### src/rtl/inc_dec_pulse_sequencer.sv
`default_nettype none
// ============================================================================
// Module   : inc_dec_pulse_sequencer
// Purpose  : Emits a commanded number of inc/dec pulses with a programmable gap.
// Revision : 1.0 - initial release
// ============================================================================
module inc_dec_pulse_sequencer #(
  parameter int CNT_W = 5,
  parameter int GAP_W = 2
) (
  input  logic             clk,
  input  logic             rst,
  input  logic             i_start,
  input  logic [1:0]       i_op,
  input  logic [CNT_W-1:0] i_num,
  input  logic [GAP_W-1:0] i_gap,
  input  logic             i_abort,
  output logic             o_inc,
  output logic             o_dec,
  output logic             o_busy,
  output logic             o_done,
  output logic             o_aborted,
  output logic [CNT_W-1:0] o_remaining
);

  localparam logic [1:0] c_IDLE  = 2'd0;
  localparam logic [1:0] c_PULSE = 2'd1;
  localparam logic [1:0] c_GAP   = 2'd2;
  localparam logic [1:0] c_DONE  = 2'd3;

  localparam logic [1:0] c_OP_INC  = 2'b00;
  localparam logic [1:0] c_OP_DEC  = 2'b01;
  localparam logic [1:0] c_OP_BOTH = 2'b10;
  localparam logic [1:0] c_OP_NOP  = 2'b11;

  logic [1:0]       r_state;
  logic [1:0]       w_state_nxt;
  logic [1:0]       r_op;
  logic [GAP_W-1:0] r_gap;
  logic [GAP_W-1:0] r_gcnt;
  logic [CNT_W-1:0] r_rem;
  logic             r_abt;

  logic             w_accept;
  logic             w_last;
  logic             w_inc;
  logic             w_dec;
  logic             w_busy;
  logic             w_done;
  logic             w_aborted;

  assign w_accept = i_start && (i_num != '0) && (i_op != c_OP_NOP);
  assign w_last   = (r_rem == CNT_W'(1));

  // State register
  always_ff @(posedge clk) begin
    if (rst) begin
      r_state <= c_IDLE;
    end else begin
      r_state <= w_state_nxt;
    end
  end

  // Next-state logic
  always_comb begin
    w_state_nxt = r_state;
    case (r_state)
      c_IDLE: begin
        if (i_start) begin
          w_state_nxt = w_accept ? c_PULSE : c_DONE;
        end
      end
      c_PULSE: begin
        if (w_last || i_abort) begin
          w_state_nxt = c_DONE;
        end else if (r_gap == '0) begin
          w_state_nxt = c_PULSE;
        end else begin
          w_state_nxt = c_GAP;
        end
      end
      c_GAP: begin
        if (i_abort) begin
          w_state_nxt = c_DONE;
        end else if (r_gcnt == GAP_W'(1)) begin
          w_state_nxt = c_PULSE;
        end
      end
      default: begin
        w_state_nxt = c_IDLE;
      end
    endcase
  end

  // Command latch, pulse and gap counters
  always_ff @(posedge clk) begin
    if (rst) begin
      r_op   <= c_OP_INC;
      r_gap  <= '0;
      r_gcnt <= '0;
      r_rem  <= '0;
      r_abt  <= 1'b0;
    end else begin
      case (r_state)
        c_IDLE: begin
          r_abt <= 1'b0;
          if (w_accept) begin
            r_op  <= i_op;
            r_gap <= i_gap;
            r_rem <= i_num;
          end
        end
        c_PULSE: begin
          r_rem  <= r_rem - CNT_W'(1);
          r_gcnt <= r_gap;
          // Abort on the final pulse leaves nothing unissued, so it is not flagged
          if (i_abort && !w_last) begin
            r_abt <= 1'b1;
          end
        end
        c_GAP: begin
          r_gcnt <= r_gcnt - GAP_W'(1);
          if (i_abort) begin
            r_abt <= 1'b1;
          end
        end
        default: begin
          r_rem <= '0;
          r_abt <= 1'b0;
        end
      endcase
    end
  end

  // Output decode from the current state
  always_comb begin
    w_inc     = 1'b0;
    w_dec     = 1'b0;
    w_busy    = 1'b0;
    w_done    = 1'b0;
    w_aborted = 1'b0;
    case (r_state)
      c_PULSE: begin
        w_inc  = (r_op == c_OP_INC) || (r_op == c_OP_BOTH);
        w_dec  = (r_op == c_OP_DEC) || (r_op == c_OP_BOTH);
        w_busy = 1'b1;
      end
      c_GAP: begin
        w_busy = 1'b1;
      end
      c_DONE: begin
        w_done    = 1'b1;
        w_aborted = r_abt;
      end
      default: begin
        w_busy = 1'b0;
      end
    endcase
  end

  // Registered outputs trail the state register by one cycle
  always_ff @(posedge clk) begin
    if (rst) begin
      o_inc       <= 1'b0;
      o_dec       <= 1'b0;
      o_busy      <= 1'b0;
      o_done      <= 1'b0;
      o_aborted   <= 1'b0;
      o_remaining <= '0;
    end else begin
      o_inc       <= w_inc;
      o_dec       <= w_dec;
      o_busy      <= w_busy;
      o_done      <= w_done;
      o_aborted   <= w_aborted;
      o_remaining <= r_rem;
    end
  end

endmodule
`default_nettype wire

### config.mk
export PLATFORM = sky130hd
export DESIGN_NAME = inc_dec_pulse_sequencer
export DESIGN_NICKNAME = d
export VERILOG_FILES = /design/src/rtl/inc_dec_pulse_sequencer.sv
export SDC_FILE = /design/constraint.sdc
export NUM_CORES = 1
export LEC_CHECK = 0
export CAP_MARGIN = 15
export CORE_AREA = 5 5 60 62
export DETAILED_ROUTE_END_ITERATION = 8
export DIE_AREA = 0 0 65 67
export PLACE_DENSITY = 0.64
export SLEW_MARGIN = 20
export SYNTH_ARGS = -nofsm -noshare
export SYNTH_HDL_FRONTEND = slang
export SYNTH_SLANG_ARGS = --single-unit
### constraint.sdc
create_clock -name clk -period 3.7 [get_ports clk]
set_clock_uncertainty 0.15 [all_clocks]
set_input_delay 0.74 -clock clk [delete_from_list [all_inputs] [get_ports clk]]
set_output_delay 0.74 -clock clk [all_outputs]
set_load 0.02 [all_outputs]
After elaboration in Yosys (flattened, before gate mapping)
Index checks and enable logic that the tools add are counted. W data, S select, Z words.

Register bits: 24. Latch bits: 0. Bits in writable memories: 0. ROM bits: 0. Input port bits: 13. Logic and storage cells: 64. Memories: 0.

Add/sub/neg operators: 2. $mul: 0. Div/mod/pow operators: 0. Order comparisons: 0. Equal/unequal tests: 13. Shift operators: 0. Mux-type cells: 15. Bitwise operators: 3. Reductions and logical operators: 19.

Operators by type and width (count): $pmux W5 S3 (1); $mux W2 (6); $ne A2 B2 Y1 const B (5); $reduce_and A2 Y1 (4); $eq A2 B1 Y1 const B (3); $eq A2 B2 Y1 const B (3); $logic_not A2 Y1 (3); $pmux W2 S3 (1); $reduce_or A2 Y1 (3); $eq A5 B1 Y1 const B (1); $mux W5 (1); $reduce_bool A5 Y1 (1); $sub A5 B1 Y5 const B (1); $mux W1 (4); $pmux W2 S2 (1); $logic_and A1 B1 Y1 (3); $logic_or A1 B1 Y1 (3); $ne A3 B3 Y1 const B (1); $not A1 Y1 (3); $pmux W1 S2 (1); $reduce_bool A2 Y1 (1); $sub A2 B1 Y2 const B (1); $logic_not A1 Y1 (1).

Longest topological paths before layout
Gate-level depths: netlist of run 1.

Word-level depth: 6. Depth in mapped cells: 7.

Worst setup path after synthesis of run 1
No wires, ideal clock.

Path kind: in2reg. From: input port i_start. To: register r_rem[2]. Setup time: 0.117 ns. Arrival: 1.687 ns. Data required time: 3.433 ns. Slack: 1.746 ns. Stages on the path: 4. Cells stage by stage: a21bo_4 -> a221oi_4 -> o21ai_1 -> a32o_1.

Longest elaborated chain between the ends: 4.

Ends and longest elaborated chain: from (decl) (line 13) `input logic i_start,`; $logic_and A1 B1 Y1 (2 in series) (line 52) `assign w_accept = i_start && (i_num != '0) && (i_op != c_OP_NOP);`; $ne A2 B2 Y1 (no line); $reduce_and A2 Y1 (no line); to (signal assigned) (line 110) `r_rem <= i_num;`; to (signal assigned) (line 114) `r_rem <= r_rem - CNT_W'(1);`; to (decl) (line 41) `logic [CNT_W-1:0] r_rem;`.

Every way passes these cells. A chain may end at the register's enable or synchronous reset.

Worst setup path in the final report of run 1
Ends and elaborated chain as after synthesis.

==> impl_metrics.env, run 1 <==
export IMPL_cts_buffer_depth=2
export IMPL_synth_warnings=0
export IMPL_antenna_found_initial=0
export IMPL_cts_made_buffers=3
export IMPL_grt_pass1_wl_um=4160
export IMPL_cp_start_kind="input port"
export IMPL_die_h_um=67
export IMPL_first_iter_violations=37
export IMPL_reg2reg_depth=6
export IMPL_met1_usage=0.133
export IMPL_cpMaxStageDelayCell="clkdlybuf4s50_1"
export IMPL_cp_end_kind="flip-flop"
export IMPL_period_needed_ps=2250
export IMPL_first_pass_iters=4
export IMPL_powerDensity_nw_per_um2=735
export IMPL_num_fill_cells=281
export IMPL_clkTransAtPathRegs_ps=120
export IMPL_fin_ws_ps=1450
export IMPL_die_x_um=65
export IMPL_synth_edff_count=0
export IMPL_initial_core_util=0.383
export IMPL_first_global_vias=975
export IMPL_tightest_slew_ps=757
export IMPL_via_per_inst=5.40
export IMPL_post_cts_setup_buffers=0
export IMPL_synth_async_sr_flop_share=0
export IMPL_critical_path_cell_count=5
export IMPL_busiest_layer="met2"
export IMPL_drv_cap=0
export IMPL_synth_seq_cells=24
export IMPL_rows=20
export IMPL_totalPowerFinal_uw=1030
export IMPL_status="completed"
export IMPL_numPortBuffers=22
export IMPL_min_path_type="reg2reg"
export IMPL_synth_seq_area_share=0.421
export IMPL_vias=928
export IMPL_post_dp_cell_area_um2=1380
export IMPL_crit_chain="clkdlybuf4s50_1 -> a21bo_4 -> a221oi_4 -> o21ai_1 -> a32o_1"
export IMPL_root_buffer="clkbuf_4"
export IMPL_cts_hold_fix_buffers=0
export IMPL_synth_cell_types=36
export IMPL_design_area_um2=1400
export IMPL_timing_fmax_mhz=445
export IMPL_place_gp_congestion=0.767
export IMPL_path_max_fanout=10
export IMPL_core_area_um2=2980
export IMPL_clk_latency_ps=300
export IMPL_fin_crit_sh=0.607
export IMPL_num_io_pins=23
export IMPL_slew_limit_headroom=0.494
export IMPL_grt_max_degree=22
export IMPL_drc_errors=0
export IMPL_final_cell_mix="dfxtp_1 (24), clkdlybuf4s50_1 (22), nor2_1 (16)"
export IMPL_holdPathStages=2
export IMPL_synth_fp_nets=141
export IMPL_finalNetCount=163
export IMPL_worst_setup_path_type="in2reg"
export IMPL_slowest_delay_ps=490
export IMPL_syn_to_final_growth_pct=22.5
export IMPL_tns_ps=0
export IMPL_setup_viol=0
export IMPL_gr_usage_met2=0.223
export IMPL_routed_wl_um=2330
export IMPL_ys_flop_type="dfxtp_1"
export IMPL_dp_final_hpwl_um=1830
export IMPL_met3_usage=0.0304
export IMPL_ant_nets=0
export IMPL_pre_cts_ws_ps=1130
export IMPL_synth_cells=119
export IMPL_slew_viol_final=0
export IMPL_die_area_um2=4360
export IMPL_clock_sinks=24
export IMPL_h_tree_depth=1
export IMPL_avgSynthCellArea_um2=9.59
export IMPL_drive_gt1_frac=0.0504
export IMPL_track_usage=0.122
export IMPL_wl_per_cell_um=13.6
export IMPL_rsz0062_at_grt="false"
export IMPL_hold_violations=0
export IMPL_cts_tree="done"
export IMPL_overflow=0
export IMPL_crit_arrival_ps=2300
export IMPL_cp_top_family="compound AO/OA/AOI/OAI gates"
export IMPL_post_cts_resized=0
export IMPL_syn_cell_area_um2=1140
export IMPL_fin_hold_ws_ps=319
export IMPL_antenna_cells=0
export IMPL_cp_data_required_time_ps=3750
export IMPL_crit_buf_inv=1
export IMPL_vdd_drop_max_mv=0.334
export IMPL_power_leakage_uw=0.000560
export IMPL_final_common_cell="dfxtp_1"
-- through the flow --
stage / utilization / cells
3_5_place_dp: 0.462 / 169
3_3_place_gp: 0.462 / 169
2_1_floorplan: - / 119
6_report: 0.469 / 172
4_1_cts: 0.469 / 172
5_1_grt: 0.469 / 172
-- state kept, by name (all words and copies together) (netlist names) --
| register | cells |
|---|---|
| r_abt | 1 |
| r_rem | 5 |
| o_inc | 1 |
| o_remaining | 5 |
| o_done | 1 |
| o_dec | 1 |
| o_aborted | 1 |
| r_op | 2 |
| r_gap | 2 |
| o_busy | 1 |
| r_gcnt | 2 |
| r_state | 2 |
-- synth_stat cells, types with 2 or more instances --
cell | number | area (um2)
a32o_1 | 3 | 30.0
nor2b_1 | 5 | 31.3
nand2_1 | 3 | 11.3
mux2i_1 | 5 | 50.1
a21oi_1 | 2 | 10.0
ha_1 | 9 | 113
dfxtp_1 | 24 | 480
xor2_1 | 2 | 17.5
o21ai_0 | 2 | 10.0
clkbuf_1 | 2 | 7.51
a211oi_1 | 5 | 37.5
nor3b_1 | 2 | 15.0
inv_1 | 12 | 45.0
nor3_1 | 4 | 20.0
a22oi_1 | 3 | 22.5
nor2_1 | 16 | 60.1
-- tightest hold or removal path, cell delays in order, from the launching register on --
cell     delay (ps)
dfxtp_1         330
inv_1            50
o41ai_1          60
-- area by class of cell --
type	count	area, um2	share of cell area
inverters	12	45.0	0.0322
multi-input cells	78	588	0.421
repair buffers	22	220	0.158
flip-flops and latches	24	480	0.344
well taps	33	41.3	0.0295
clock buffers	3	22.5	0.0161
-- path summary, 6_finish.rpt --
kind	startpoint	to	slack, ps
max reg2reg	r_state[0]	r_rem[2]	1610
min reg2reg	r_abt	r_abt	320
min	r_abt	r_abt	320
max	i_start	r_rem[2]	1450
-- per-layer routing --
metal / wire length (um) / part of all wire
met1: 1000 / 0.43
met5: 0 / 0
met2: 1180 / 0.50
met3: 135 / 0.058
met4: 13 / 0.0056
-- cells by family (layout without fill, tap and decap cells) --
kind of cell,after synthesis,in the layout,synth area share
AOI/OAI and AO/OA,27,27,0.203
xor gates and xnor gates,2,2,0.0154
adders and majority gates,9,9,0.0987
buffers and inverters,17,37,0.0636
DFF,24,24,0.421
muxes,5,5,0.0439
and+or+nand+nor,35,35,0.155
-- power by group --
part	switching [uW]	total (uW)	internal [uW]
registers	59.6	398	339
clock network	69.4	107	37.9
logic	278	522	243
total	407	1030	620
No activity file was read; power rests on OpenSTA's default activity.
==> run 2: changes to the inputs <==
PLACE_DENSITY = 0.66   (was 0.64)
clock period = 2 ns   (was 3.7 ns; I/O delays follow)
==> impl_metrics.env, run 2 (synthesis gave the netlist of run 1 again) <==
export IMPL_first_pass_iters=4
export IMPL_hold_violations=0
export IMPL_vias=959
export IMPL_overflow=0
export IMPL_first_global_vias=1002
export IMPL_placed_cells=182
export IMPL_totalPowerFinal_uw=2030
export IMPL_root_buffer="clkbuf_4"
export IMPL_min_path_type="reg2reg"
export IMPL_crit_arrival_ps=1960
export IMPL_grt_pass1_wl_um=4360
export IMPL_cts_buffer_depth=2
export IMPL_slew_viol_final=0
export IMPL_numPortBuffers=22
export IMPL_setup_viol=0
export IMPL_hold_end="r_abt"
export IMPL_die_area_um2=4360
export IMPL_drv_cap=0
export IMPL_cp_data_required_time_ps=2070
export IMPL_drive_gt1_frac=0.151
export IMPL_first_iter_violations=41
export IMPL_clkTransAtPathRegs_ps=130
export IMPL_place_gp_congestion=0.846
export IMPL_reg2reg_depth=6
export IMPL_track_usage=0.128
export IMPL_grt_max_degree=13
export IMPL_top_layer="met4"
export IMPL_tightest_slew_ps=557
export IMPL_clk_latency_ps=310
export IMPL_dp_final_hpwl_um=1940
export IMPL_antenna_found_initial=0
export IMPL_rsz0062_at_grt="false"
export IMPL_worst_setup_path_type="reg2reg"
export IMPL_post_cts_setup_buffers=0
export IMPL_core_area_um2=2980
export IMPL_dr_wl_met3_um=143
export IMPL_rows=20
export IMPL_final_cell_mix="clkdlybuf4s50_1 (22), dfxtp_1 (22), nor2_1 (16)"
export IMPL_cts_tree="done"
export IMPL_wl_met1_um=1130
export IMPL_cp_start_kind="flip-flop"
export IMPL_routed_wl_um=2510
export IMPL_die_h_um=67
export IMPL_r2r_slack_ps=100
export IMPL_cp_end_kind="flip-flop"
export IMPL_reg_largest_list="o_remaining x5, r_rem x5"
export IMPL_fin_crit_sh=0.949
export IMPL_power_leakage_uw=0.000621
export IMPL_die_x_um=65
export IMPL_num_io_pins=23
export IMPL_finalNetCount=176
export IMPL_powerDensity_nw_per_um2=1360
export IMPL_period_needed_ps=1900
export IMPL_h_tree_depth=1
export IMPL_timing_fmax_mhz=527
export IMPL_initial_core_util=0.383
export IMPL_via_per_inst=5.18
export IMPL_path_max_fanout=8
export IMPL_syn_to_final_growth_pct=31.5
export IMPL_status="completed"
export IMPL_wl_per_cell_um=13.5
export IMPL_ant_nets=0
export IMPL_num_fill_cells=270
export IMPL_antenna_cells=0
export IMPL_hold_start="r_abt"
export IMPL_slew_limit_headroom=0.626
export IMPL_vdd_drop_max_mv=0.582
export IMPL_met2_length_um=1200
export IMPL_cp_startpoint="r_state[0]"
export IMPL_holdPathStages=2
export IMPL_fin_cells=185
export IMPL_drc_errors=0
export IMPL_clock_sinks=24
export IMPL_tns_ps=0
export IMPL_worstReg2RegStart="r_state[0]"
export IMPL_cts_made_buffers=3
export IMPL_rr_endpoint="r_rem[2]"
run 2: how the worst max path moves through the flow:
| stage | to | cells past startpoint | slack [ps] |
|---|---|---|---|
| floorplan | r_rem[2] | 7 | 140 |
| global placement | r_rem[2] | 5 | -170 |
| detailed placement | r_rem[2] | 5 | -220 |
| CTS | r_rem[2] | 6 | 20 |
| global route | r_rem[2] | 6 | 40 |
| finish | r_rem[2] | 6 | 100 |
run 2: area by class of cell:
class / instances / area [um2] / share of cell area
Clock buffer: 3 / 22.5 / 0.0150
Tap cell: 33 / 41.3 / 0.0275
Inverter: 12 / 45.0 / 0.0300
Multi-Input combinational cell: 78 / 591 / 0.394
Sequential cell: 24 / 483 / 0.322
Timing Repair Buffer: 35 / 318 / 0.212
run 2: per-layer routing:
metal / up-vias / GRT usage
li1: 486 / -
met1: 441 / 0.149
met2: 26 / 0.218
met3: 6 / 0.0304
met4: 0 / 0.0660
met5: - / 0
run 2: through the flow:
stage	worst slack, ps	util	instance area [um2]	hold slack, ps
after floorplan	140	-	1140	280
after global placement	-170	0.495	1470	293
after detailed placement	-217	0.495	1470	299
after CTS	17.2	0.502	1500	318
after global routing	37.3	0.504	1500	346
final	102	0.504	1500	322
run 2: power breakdown:
part           switching (uW)  internal [uW]
Sequential                114            630
Clock                     136           70.3
Combinational             542            541
Total                     792           1240
run 2: worst max-delay path: stages (launching register included):
cell	delay, ps
dfxtp_2	380
inv_1	70
ha_2	220
buf_4	160
a221oi_4	440
o21ai_1	140
a32o_1	240
run 2: timing repair:
action	4_1_cts	5_1_grt
endpoints found under the setup margin	0	1
gates resized for setup	0	3
hold buffers	0	0
==> run 3: changes to the inputs <==
CTS_CLUSTER_DIAMETER = 120   (was not set)
CTS_CLUSTER_SIZE = 28   (was not set)
GPL_TIMING_DRIVEN = 0   (was not set)
==> impl_metrics.env, run 3 (synthesis gave the netlist of run 1 again) <==
export IMPL_fin_hold_ws_ps=315
export IMPL_drc_errors=0
export IMPL_first_global_vias=976
export IMPL_first_iter_violations=46
export IMPL_cp_data_required_time_ps=2080
export IMPL_drive_gt1_frac=0.102
export IMPL_antenna_found_initial=0
export IMPL_powerDensity_nw_per_um2=1380
export IMPL_drv_cap=0
export IMPL_die_area_um2=4360
export IMPL_dp_final_hpwl_um=1860
export IMPL_cpMaxStageDelayCell="dfxtp_2"
export IMPL_routed_wl_um=2390
export IMPL_period_needed_ps=1890
export IMPL_numPortBuffers=22
export IMPL_clk_latency_ps=300
export IMPL_initial_core_util=0.383
export IMPL_slew_viol_final=0
export IMPL_power_leakage_uw=0.000592
export IMPL_hold_violations=0
export IMPL_rows=20
export IMPL_cp_end_kind="flip-flop"
export IMPL_track_usage=0.123
export IMPL_vdd_drop_max_mv=0.411
export IMPL_tightest_slew_ps=556
export IMPL_via_per_inst=5.27
export IMPL_cts_hold_fix_buffers=0
export IMPL_antenna_cells=0
export IMPL_status="completed"
export IMPL_slew_limit_headroom=0.627
export IMPL_post_dp_cell_area_um2=1400
export IMPL_place_gp_congestion=0.875
export IMPL_fin_crit_sh=0.945
export IMPL_die_x_um=65
export IMPL_worst_setup_path_type="reg2reg"
export IMPL_wl_per_cell_um=13.3
export IMPL_overflow=0
export IMPL_design_area_um2=1460
export IMPL_ant_nets=0
export IMPL_die_h_um=67
export IMPL_crit_arrival_ps=1970
export IMPL_clock_sinks=24
export IMPL_cts_buffer_depth=2
export IMPL_finalNetCount=171
export IMPL_cp_start_kind="flip-flop"
export IMPL_grt_pass1_wl_um=4240
export IMPL_crit_chain="inv_1 -> ha_1 -> buf_6 -> nor3b_1 -> a221oi_4 -> buf_4 -> nor2_1 -> a211oi_1"
export IMPL_slowest_delay_ps=360
export IMPL_num_io_pins=23
export IMPL_final_cell_mix="clkdlybuf4s50_1 (22), dfxtp_1 (22), nor2_1 (16)"
export IMPL_cts_tree="done"
export IMPL_h_tree_depth=1
export IMPL_reg_largest_list="o_remaining x5, r_rem x5"
export IMPL_timing_fmax_mhz=529
export IMPL_core_area_um2=2980
export IMPL_setup_viol=0
export IMPL_min_path_type="reg2reg"
export IMPL_root_buffer="clkbuf_4"
export IMPL_grt_max_degree=13
export IMPL_fin_cells=180
export IMPL_vias=948
export IMPL_num_fill_cells=282
export IMPL_rsz0062_at_grt="true"
export IMPL_placed_cells=174
export IMPL_path_max_fanout=8
export IMPL_clkTransAtPathRegs_ps=120
export IMPL_cts_made_buffers=3
export IMPL_first_pass_iters=4
export IMPL_syn_to_final_growth_pct=28.1
==> run 3: timing repair <==
item | 4_1_cts | 5_1_grt
buffers inserted | 2 | 1
resized for setup | 0 | 4
pin swaps | 1 | 1
cloned | 0 | 0
endpoints found under the setup margin | 1 | 6
==> run 3: final cells by class <==
| type | count | area, um2 | share of cell area |
|---|---|---|---|
| buffer | 5 | 27.5 | 0.0188 |
| timing repair buffer | 25 | 246 | 0.169 |
| sequential | 24 | 483 | 0.330 |
| multi-input combinational | 78 | 596 | 0.408 |
| clock buffer | 3 | 22.5 | 0.0154 |
| tap | 33 | 41.3 | 0.0283 |
| inverter | 12 | 45.0 | 0.0308 |
==> run 3: final timing paths <==
check | startpoint | to | slack (ps) | depth (start not counted)
max | r_state[0] | r_rem[3] | 110 | 8
min | r_abt | r_abt | 310 | 2
max reg2reg | r_state[0] | r_rem[3] | 110 | 8
min reg2reg | r_abt | r_abt | 310 | 2
==> run 3: critical path, delay by kind of cell, from the launching register on <==
kind,cells,cell delay (ps)
buffers and inverters,3,390
AO/OA/AOI/OAI,2,520
flip-flops,1,360
adder cells (fa/ha/maj),1,200
AND/OR/NAND/NOR,2,200
==> run 3: through the flow <==
step / power, uW / util / setup WS [ps] / setup TNS, ps
final: 2020 / 0.491 / 109 / 0
after global routing: 2200 / 0.491 / -38.5 / -79.4
after CTS: 1990 / 0.484 / 82.6 / 0
after detailed placement: 1750 / 0.471 / -237 / -2090
after global placement: 1710 / 0.471 / -234 / -1950
after floorplan: 1470 / - / 140 / 0
==> run 3: where the power goes <==
part           internal [uW]  switching [uW]
Sequential               630             105
Clock                   70.3             132
Combinational            528             556
Total                   1230             793
==> run 3: metal layers <==
layer | part of all wire | track usage | up-vias
li1 | - | - | 473
met1 | 0.42 | 0.140 | 448
met2 | 0.52 | 0.222 | 25
met3 | 0.055 | 0.0287 | 2
met4 | 0.0050 | 0.0475 | 0
met5 | 0 | 0 | -
